File: src/rtl/pio_bidir_seq.sv
// Half-duplex single-wire sequencer in front of a MachXO2 BB pad buffer.
// Optional odd-parity framing: define PIO_BIDIR_SEQ_PARITY_EN.
module pio_bidir_seq #(
  parameter int DATA_W       = 8,
  parameter int CLKS_PER_BIT = 4,
  parameter int TURN_CLKS    = 2
) (
  input  logic              clk,
  input  logic              rst_n,
  input  logic              start,
  input  logic [DATA_W-1:0] tx_data,
  output logic              busy,
  output logic              done,
  output logic [DATA_W-1:0] rx_data,
  output logic              rx_parity_err,
  output logic              bb_i,
  output logic              bb_t,
  input  logic              bb_o
);

`ifdef PIO_BIDIR_SEQ_PARITY_EN
  localparam int NB = DATA_W + 1;
`else
  localparam int NB = DATA_W;
`endif

  localparam int CW = $clog2(CLKS_PER_BIT);
  localparam int IW = $clog2(NB + 1);

  localparam logic [CW-1:0] CNT_LAST  = CW'(CLKS_PER_BIT - 1);
  localparam logic [CW-1:0] CNT_MID   = CW'(CLKS_PER_BIT / 2);
  localparam logic [IW-1:0] IDX_LAST  = IW'(NB - 1);
  localparam logic [7:0]    TURN_LAST = 8'(TURN_CLKS - 1);

  localparam logic [2:0] S_IDLE = 3'd0;
  localparam logic [2:0] S_LOAD = 3'd1;
  localparam logic [2:0] S_TX   = 3'd2;
  localparam logic [2:0] S_TURN = 3'd3;
  localparam logic [2:0] S_RX   = 3'd4;
  localparam logic [2:0] S_DONE = 3'd5;

  logic [2:0]    state;
  logic [CW-1:0] cnt;
  logic [IW-1:0] idx;
  logic [7:0]    tcnt;
  logic [NB-1:0] txsh;
  logic [NB-1:0] rxsh;
  logic [1:0]    sync;

  logic [NB-1:0] frame;
  logic [NB-1:0] tx_next;
  logic [NB-1:0] rx_next;
  logic          bit_end;
  logic          last_bit;

  always_comb begin
    frame = '0;
`ifdef PIO_BIDIR_SEQ_PARITY_EN
    frame = {~^tx_data, tx_data};
`else
    frame = tx_data;
`endif
  end

  assign tx_next  = txsh >> 1;
  assign rx_next  = NB'({sync[1], rxsh} >> 1);
  assign bit_end  = (cnt == CNT_LAST);
  assign last_bit = (idx == IDX_LAST);

  // bb_o is unrelated to clk: two flops before any decision uses it
  always_ff @(posedge clk or negedge rst_n) begin
    if (!rst_n) begin
      sync <= '0;
    end else begin
      sync <= {sync[0], bb_o};
    end
  end

  // LOAD spends one cycle after acceptance so pad outputs start on a fresh bit
  always_ff @(posedge clk or negedge rst_n) begin
    if (!rst_n) begin
      state   <= S_IDLE;
      cnt     <= '0;
      idx     <= '0;
      tcnt    <= '0;
      txsh    <= '0;
      rxsh    <= '0;
      bb_i    <= 1'b1;
      bb_t    <= 1'b1;
      busy    <= 1'b0;
      done    <= 1'b0;
      rx_data <= '0;
`ifdef PIO_BIDIR_SEQ_PARITY_EN
      rx_parity_err <= 1'b0;
`endif
    end else begin
      done <= 1'b0;
      case (state)
        S_IDLE: begin
          if (start) begin
            txsh  <= frame;
            state <= S_LOAD;
          end
        end
        S_LOAD: begin
          state <= S_TX;
          bb_t  <= 1'b0;
          bb_i  <= txsh[0];
          busy  <= 1'b1;
          cnt   <= '0;
          idx   <= '0;
        end
        S_TX: begin
          if (bit_end) begin
            cnt  <= '0;
            txsh <= tx_next;
            if (last_bit) begin
              idx   <= '0;
              tcnt  <= '0;
              bb_t  <= 1'b1;
              bb_i  <= 1'b1;
              state <= S_TURN;
            end else begin
              idx  <= idx + 1'b1;
              bb_i <= tx_next[0];
            end
          end else begin
            cnt <= cnt + 1'b1;
          end
        end
        S_TURN: begin
          if (tcnt == TURN_LAST) begin
            tcnt  <= '0;
            cnt   <= '0;
            idx   <= '0;
            state <= S_RX;
          end else begin
            tcnt <= tcnt + 1'b1;
          end
        end
        S_RX: begin
          if (cnt == CNT_MID) begin
            rxsh <= rx_next;
          end
          if (bit_end) begin
            cnt <= '0;
            if (last_bit) begin
              idx     <= '0;
              state   <= S_DONE;
              done    <= 1'b1;
              rx_data <= rxsh[DATA_W-1:0];
`ifdef PIO_BIDIR_SEQ_PARITY_EN
              rx_parity_err <= ~^rxsh;
`endif
            end else begin
              idx <= idx + 1'b1;
            end
          end else begin
            cnt <= cnt + 1'b1;
          end
        end
        S_DONE: begin
          busy  <= 1'b0;
          state <= S_IDLE;
        end
        default: begin
          state <= S_IDLE;
        end
      endcase
    end
  end

`ifndef PIO_BIDIR_SEQ_PARITY_EN
  assign rx_parity_err = 1'b0;
`endif

endmodule
File: config.mk
export PLATFORM = sky130hd
export DESIGN_NAME = pio_bidir_seq
export DESIGN_NICKNAME = d
export VERILOG_FILES = /design/src/rtl/pio_bidir_seq.sv
export SDC_FILE = /design/constraint.sdc
export NUM_CORES = 1
export LEC_CHECK = 0
export CELL_PAD_IN_SITES_DETAIL_PLACEMENT = 1
export CELL_PAD_IN_SITES_GLOBAL_PLACEMENT = 2
export CORE_MARGIN = 2
export CORE_UTILIZATION = 35
export CTS_CLUSTER_DIAMETER = 120
export DETAILED_ROUTE_END_ITERATION = 8
export GPL_TIMING_DRIVEN = 0
export PLACE_DENSITY_LB_ADDON = 0.2
export SLEW_MARGIN = 20
export SYNTH_ARGS = -nofsm -noshare
export SYNTH_HDL_FRONTEND = slang
export SYNTH_SLANG_ARGS = --single-unit
File: constraint.sdc
create_clock -name clk -period 4.5 [get_ports clk]
set_clock_uncertainty 0.2 [all_clocks]
set_input_delay 1.35 -clock clk [delete_from_list [all_inputs] [get_ports clk]]
set_output_delay 1.35 -clock clk [all_outputs]
set_load 0.03 [all_outputs]
==> flow_summary.yaml, run 1 <==
outcome:
  status: "complete, no violations"
power_and_ir_drop:
  peakVddDrop_mv: 0.160
  total_leakage_power_nw: 1.25
  p_per_area_nw_per_um2: 275
setup_path:
  critPathBufInv: 1
  critPathLaunchType: "register"
  worst_path_dominant_cell_family: "buffers and inverters"
  reg2reg_slack_ps: 2460
  worst_ep_arrival_time_ps: 1520
  critPathMaxStageDelay_ps: 670
  slowest_stage: "clkdlybuf4s50_1"
  setup.worst_path.end_class: "output port"
  worstPathRequired_ps: 2950
  crit_fanout: 3
  crit_chain: "clkdlybuf4s50_1"
  critPathKind: "register to output port"
clocking:
  cts-root-buf: "clkbuf_8"
  worstSkewPairLatency_ps: 300
  cts_made_buffers: 5
  cts_hold_buf: 0
  clockBufferDepth: 2
  post_cts_buffers: 0
  htree_levels: 2
  cts_resized: 0
  cts_tree: "done"
  numClockSinks: 47
  path_clk_slew_ps: 90
timing:
  timing.final.crit_share_pct: 68.2
  fmax_ghz: 0.326
  slew_violations: 0
  layout_min_cycle_time_ps: 3070
  fin_tns_setup_ps: 0
  hold_violations: 0
  setup_violations: 0
  rsz0062_at_grt: "no"
final_layout:
  instances_no_fill: 318
  diodes: 0
  final_cell_area_um2: 2820
  nets: 257
  drive_above_1_share_pct: 17.0
  area_delta_synth_final_pct: 19.4
synthesis:
  synthDistinctLibCells: 50
  synth_area_leaders: "dfrtp_1 48%, mux2_4 5.1%, mux2i_1 3.8%"
  synth_async_sr_flop_share_pct: 100
  synth_seq_area_share_pct: 49.8
  yosysWarnings: 0
  yosysMostFrequentCell: "dfrtp_1"
  ys_ff_latch: 47
  netlist.top_cell.by_area: "dfrtp_1"
  synth_common_cells: "45 x dfrtp_1, 22 x nand2_1, 14 x o21ai_1"
  synth_edf_count: 0
  netlist.area_leader.share_pct: 47.6
  avgSynthCellArea_um2: 11.3
  syn_inst: 209
  syn_area_um2: 2370
  syn_nets: 226
  synth_ff_type: "dfrtp_1"
routing:
  post-route-drc-count: 0
  drtAntennaViolNets: 0
  vias: 1644
  wl_mm: 4.76
  first_pass_iters: 4
  wl_per_cell_um: 15.0
  via_per_inst: 5.17
  drt_iter0_markers: 50
global_routing:
  antenna_found_initial: 0
  grt_max_degree: 30
  overflow: 0
  grt_pass1_wl_mm: 8.20
  grt_pass1_vias: 1653
  grt_use_total_pct: 14.1
worst_hold_path:
  hold_class: "register to register"
floorplanning:
  die_h_um: 86.2
  initial_utilization_pct: 36.6
  num_rows: 29
  die_w_um: 86.2
  dieArea_um2: 7430
  ios: 25
  coreArea_um2: 6460
placement:
  io_buffer_count: 23
  placed_cells: 310
  finalWeightedCongestion: 0.749
  place_area_um2: 2710
  hpwlAfterDp_mm: 3.38
job:
  cap_violations: 0
-- power breakdown --
group	switching [mW]	internal, mW
clock network	0.156	0.169
logic	0.0131	0.0125
registers	0.00122	0.424
total	0.170	0.605
-- cell families (layout without fill, tap and decap cells) --
group	after synthesis	after routing	share of synthesized area (%)
simple gates	64	64	16.6
compound gates	47	47	12.7
flops	47	47	49.8
other cells	1	1	0.158
buf+inv	18	50	4.65
fa+ha+maj	5	5	2.64
mux	25	25	12.7
xor+xnor	2	2	0.740
-- through the flow --
stage                     worst slack, ps  util [%]  power, mW  hold slack (ps)
after global placement                425      41.7      0.459              139
after global routing                 1380      43.7      0.808              175
after detailed placement             1560      41.9      0.461              141
final                                1430      43.7      0.776              160
after CTS                            1410      43.7      0.790              164
after floorplan                      2200         -      0.439              131
-- metal layers --
| layer | routed length [µm] | track usage, % |
|---|---|---|
| met2 | 2200 | 22.4 |
| met5 | 0 | 0 |
| met4 | 65 | 4.26 |
| met3 | 114 | 2.86 |
| met1 | 2380 | 19.5 |
-- final timing paths --
kind	start	endpoint	cells after the start
setup / recovery	bb_t	bb_t	1
hold / removal	sync[0]	sync[1]	0
setup reg to reg	cnt[0]	rx_data[4]	6
hold reg to reg	sync[0]	sync[1]	0
max in group asynchronous	rst_n	bb_i	2
min in group asynchronous	rst_n	idx[3]	1
-- flip-flops by register name, indices dropped and copies added (netlist names) --
signal   cells
rx_data      8
rxsh         8
tcnt         8
txsh         8
idx          4
state        3
cnt          2
sync         2
bb_i         1
bb_t         1
busy         1
done         1
-- cell type report --
type	instances	area (µm²)
well taps	77	96.3
flip-flops and latches	47	1180
repair buffers	24	245
fillers	700	3630
plain buffers	12	87.6
clock inverters	3	47.5
multi-input cells	144	1080
inverters	6	22.5
clock buffers	5	68.8
-- placed cells by master (no fill, tap or decap), drive strengths merged, types with 3 or more instances in the layout --
cell type	instances
nor3b	3
o21ai	20
nand3	7
a41oi	3
mux2i	9
nor2b	4
ha	5
mux2	16
a31oi	6
nor2	8
inv	7
nand2	24
and3	4
nand2b	4
a21oi	7
clkdlybuf4s50	22
clkbuf	7
buf	12
dfrtp	45
nor3	3
No activity file was read; power rests on OpenSTA's default activity.
==> inputs of run 2 (changes only) <==
CORE_UTILIZATION = 34   (was 35)
clock period = 2.8 ns   (was 4.5 ns; I/O delays follow)
==> flow_summary.yaml, run 2 (same netlist as run 1, synthesis figures left out) <==
outcome:
  status: "complete, no violations"
clocking:
  htree_levels: 2
  post_cts_buffers: 0
  cts-root-buf: "clkbuf_8"
  numClockSinks: 47
  path_clk_slew_ps: 80
  worstSkewPairLatency_ps: 300
  cts_resized: 0
  cts_tree: "done"
  clockBufferDepth: 2
  cts_hold_buf: 0
  cts_made_buffers: 5
setup_path:
  slowest_stage: "clkdlybuf4s50_1"
  reg2reg_depth: 6
  reg2reg_from: "cnt[0]"
  crit_fanout: 3
  worst_ep_arrival_time_ps: 1520
  r2r_end: "rx_data[6]"
  worst_path_dominant_cell_family: "buffers and inverters"
  crit_chain: "clkdlybuf4s50_1"
  critPathMaxStageDelay_ps: 670
  critPathLaunchType: "register"
  setup.worst_path.end_class: "output port"
  critPathBufInv: 1
  critPathKind: "register to output port"
  reg2reg_slack_ps: 780
  worstPathRequired_ps: 1760
global_routing:
  grt_use_total_pct: 14.0
  grt_pass1_wl_mm: 8.34
  overflow: 0
  grt_pass1_vias: 1684
  grt_max_degree: 48
  antenna_found_initial: 0
final_layout:
  drive_above_1_share_pct: 16.3
  diodes: 0
  utilization_pct: 41.8
  area_delta_synth_final_pct: 19.5
  mostFrequentLayoutCells: "45 x dfrtp_1, 22 x nand2_1, 22 x clkdlybuf4s50_1"
  nets: 256
  layout_commonest_cell: "dfrtp_1"
routing:
  post-route-drc-count: 0
  wl_per_cell_um: 14.7
  drt_iter0_markers: 87
  via_per_inst: 5.10
  first_pass_iters: 4
  vias: 1631
  wl_mm: 4.69
  drtAntennaViolNets: 0
job:
  cap_violations: 0
worst_hold_path:
  holdPathEnd: "sync[1]"
  min-delay-start: "sync[0]"
  hold-path-cell-count: 0
  hold_class: "register to register"
placement:
  io_buffer_count: 23
  finalWeightedCongestion: 0.713
  hpwlAfterDp_mm: 3.33
floorplanning:
  coreArea_um2: 6760
  die_h_um: 87.4
  initial_utilization_pct: 35.0
  num_rows: 30
  ios: 25
  dieArea_um2: 7640
  die_w_um: 87.4
power_and_ir_drop:
  peakVddDrop_mv: 0.199
  p_per_area_nw_per_um2: 463
  finalPower_mw: 1.31
  total_leakage_power_nw: 1.25
timing:
  layout_min_cycle_time_ps: 2560
  tightest_slew_ps: 601
  setup_violations: 0
  fmax_ghz: 0.391
  timing.final.crit_share_pct: 91.4
  rsz0062_at_grt: "no"
  slew_headroom_pct: 59.9
  slew_violations: 0
  hold_violations: 0
run 2: changes by cell type in the layout (fill, tap and decap cells not counted):
cell | previous run | this run
buf_12 | 1 | 0
inv_6 | 1 | 0
buf_2 | 2 | 1
clkbuf_1 | 2 | 3
buf_4 | 7 | 8
clkinv_4 | 1 | 0
bufinv_16 | 1 | 2
run 2: power breakdown:
| part | total (mW) | switching, mW | internal [mW] | leakage (nW) |
|---|---|---|---|---|
| Sequential | 0.684 | 0.00190 | 0.682 | 0.613 |
| Combinational | 0.0372 | 0.0196 | 0.0176 | 0.574 |
| Clock | 0.589 | 0.232 | 0.357 | 0.0654 |
run 2: how the worst max path moves through the flow:
| stage | startpoint | end | slack [ps] | cells past startpoint |
|---|---|---|---|---|
| after floorplan | cnt[0] | rx_data[0] | 930 | 6 |
| after global placement | rst_n | sync[0] | -820 | 1 |
| after detailed placement | start | txsh[6] | 350 | 6 |
| after CTS | bb_t | bb_t | 210 | 1 |
| after global routing | bb_t | bb_t | 190 | 1 |
| final | bb_t | bb_t | 240 | 1 |
run 2: routing by layer:
layer,global-route usage (%),wire length [µm],up-vias
met2,21.9,2120,13
met1,19.6,2420,805
li1,-,-,805
met4,4.34,64,0
met3,2.56,83,8
met5,0,0,-
run 2: metrics by stage:
stage | setup TNS, ps | instance area [µm²] | std cells | setup slack [ps] | hold WS [ps]
after global routing | 0 | 2830 | 320 | 192 | 168
after CTS | 0 | 2830 | 320 | 211 | 158
after floorplan | 0 | 2370 | 209 | 928 | 131
final | 0 | 2830 | 320 | 240 | 155
after detailed placement | 0 | 2690 | 312 | 351 | 137
after global placement | -37160 | 2700 | 312 | -816 | 136
run 2: layout make-up:
class,count,area (µm²)
Fill cell,758,3930
Sequential cell,47,1180
Multi-Input combinational cell,144,1080
Timing Repair Buffer,23,228
Tap cell,80,100
Buffer,12,87.6
Clock buffer,6,72.6
Clock inverter,2,60.1
Inverter,6,22.5
==> inputs of run 3 (changes only) <==
ABC_AREA = 1   (was default)
CORE_UTILIZATION = 30   (was 34)
==> flow_summary.yaml, run 3 <==
synthesis:
  synth_ff_type: "dfrtp_1"
  netlist.area_leader.share_pct: 48.6
  muxShareOfSynthArea_pct: 0
  netlist.top_cell.by_area: "dfrtp_1"
  synth-simple-area-share_pct: 27.9
  synth_top_family_by_area: "simple AND/OR/NAND/NOR gates"
  syn_nets: 298
  yosysWarnings: 0
  avgSynthCellArea_um2: 8.24
  yosysMostFrequentCell: "nand2_1"
  ys_ff_latch: 47
  synthAdderAreaFrac_pct: 2.70
  synthDistinctLibCells: 29
  syn_area_um2: 2320
  synth_common_cells: "86 x nand2_1, 45 x dfrtp_1, 30 x inv_1"
  synth_xor_area_share_pct: 0.756
  synth-compound-area-share_pct: 10.0
  synth_edf_count: 0
  synth_area_leaders: "dfrtp_1 49%, nand2_1 14%, o21ai_0 5.6%"
  synth_seq_area_share_pct: 50.9
  syn_inst: 281
  synth_async_sr_flop_share_pct: 100
final_layout:
  final_cell_area_um2: 2770
  mostFrequentLayoutCells: "86 x nand2_1, 45 x dfrtp_1, 30 x inv_1"
  nets: 328
  utilization_pct: 36.4
  layout_commonest_cell: "nand2_1"
  diodes: 0
  instances_no_fill: 414
  fillers: 934
  area_delta_synth_final_pct: 19.6
  drive_above_1_share_pct: 10.6
timing:
  fin_ws_ps: 253
  hold_violations: 0
  rsz0062_at_grt: "no"
  fmax_ghz: 0.393
  setup_violations: 0
  tightest_slew_ps: 611
  fin_tns_setup_ps: 0
  slew_violations: 0
  timing.final.crit_share_pct: 91.0
  slew_headroom_pct: 59.2
  hold_slack_ps: 159
  layout_min_cycle_time_ps: 2550
worst_hold_path:
  hold_class: "register to register"
global_routing:
  grt_pass1_wl_mm: 9.50
  grt_use_total_pct: 14.1
  antenna_found_initial: 0
  overflow: 0
  grt_max_degree: 48
  grt_pass1_vias: 2019
clocking:
  clockBufferDepth: 2
  numClockSinks: 47
  cts_made_buffers: 5
  htree_levels: 2
  cts_tree: "done"
  post_cts_buffers: 0
  cts_resized: 0
  cts_hold_buf: 0
  worstSkewPairLatency_ps: 310
  cts-root-buf: "clkbuf_8"
  path_clk_slew_ps: 110
power_and_ir_drop:
  peakVddDrop_mv: 0.297
  total_leakage_power_nw: 1.35
  p_per_area_nw_per_um2: 849
  finalPower_mw: 2.35
setup_path:
  worstPathRequired_ps: 1760
  setup.worst_path.end_class: "output port"
  critPathKind: "register to output port"
  crit_chain: "clkdlybuf4s50_1"
  critPathLaunchType: "register"
  worst_ep_arrival_time_ps: 1510
  critPathBufInv: 1
  slowest_stage: "clkdlybuf4s50_1"
  worst_path_dominant_cell_family: "buffers and inverters"
  critPathMaxStageDelay_ps: 660
  crit_fanout: 2
routing:
  wl_mm: 5.22
  drt_iter0_markers: 43
  wl_per_cell_um: 12.6
  via_per_inst: 4.43
  post-route-drc-count: 0
  vias: 1834
  drtAntennaViolNets: 0
  first_pass_iters: 4
floorplanning:
  die_w_um: 91.9
  coreArea_um2: 7610
  dieArea_um2: 8440
  num_rows: 32
  die_h_um: 91.9
  ios: 25
  initial_utilization_pct: 30.4
job:
  cap_violations: 0
placement:
  hpwlAfterDp_mm: 3.82
  place_area_um2: 2670
  dp_slack_ps: 481
  finalWeightedCongestion: 0.740
  io_buffer_count: 23
  placed_cells: 406
outcome:
  status: "complete, no violations"
## run 3: logic make-up (layout without fill, tap and decap cells)
family | Yosys count | after routing
buf+inv | 37 | 68
flops | 47 | 47
simple gates | 147 | 147
other cells | 1 | 1
fa+ha+maj | 5 | 5
xor+xnor | 2 | 2
compound gates | 42 | 42
## run 3: final timing paths
path | depth (start not counted) | slack (ps) | to | startpoint
min in group asynchronous | 1 | 320 | rx_data[5] | rst_n
worst min-delay path | 0 | 160 | sync[1] | sync[0]
worst max register to register | 8 | 1020 | rx_data[5] | idx[0]
max in group asynchronous | 1 | 1650 | cnt[0] | rst_n
worst min register to register | 0 | 160 | sync[1] | sync[0]
worst max-delay path | 1 | 250 | bb_t | bb_t
## run 3: layout make-up
type	count	area [µm²]	area share [%]
inverters	30	113	4.07
multi-input cells	197	962	34.7
well taps	102	128	4.61
clock buffers	5	68.8	2.49
flip-flops and latches	47	1180	42.6
repair buffers	23	228	8.22
plain buffers	7	62.6	2.26
clock inverters	3	28.8	1.04
## run 3: metal layers
| layer | GRT usage (%) | routed length, µm | share of wire, % | vias to the layer above |
|---|---|---|---|---|
| met4 | 4.10 | 67 | 1.3 | 0 |
| li1 | - | - | - | 947 |
| met3 | 2.63 | 121 | 2.3 | 7 |
| met5 | 0 | 0 | 0 | - |
| met2 | 23.6 | 2400 | 46 | 19 |
| met1 | 18.7 | 2640 | 51 | 861 |
## run 3: report_power, final
part	total (mW)	switching [mW]	internal, mW	leakage [nW]
logic	0.921	0.589	0.332	0.714
clock network	0.460	0.271	0.189	0.0511
registers	0.970	0.110	0.860	0.586
total	2.35	0.970	1.38	1.35
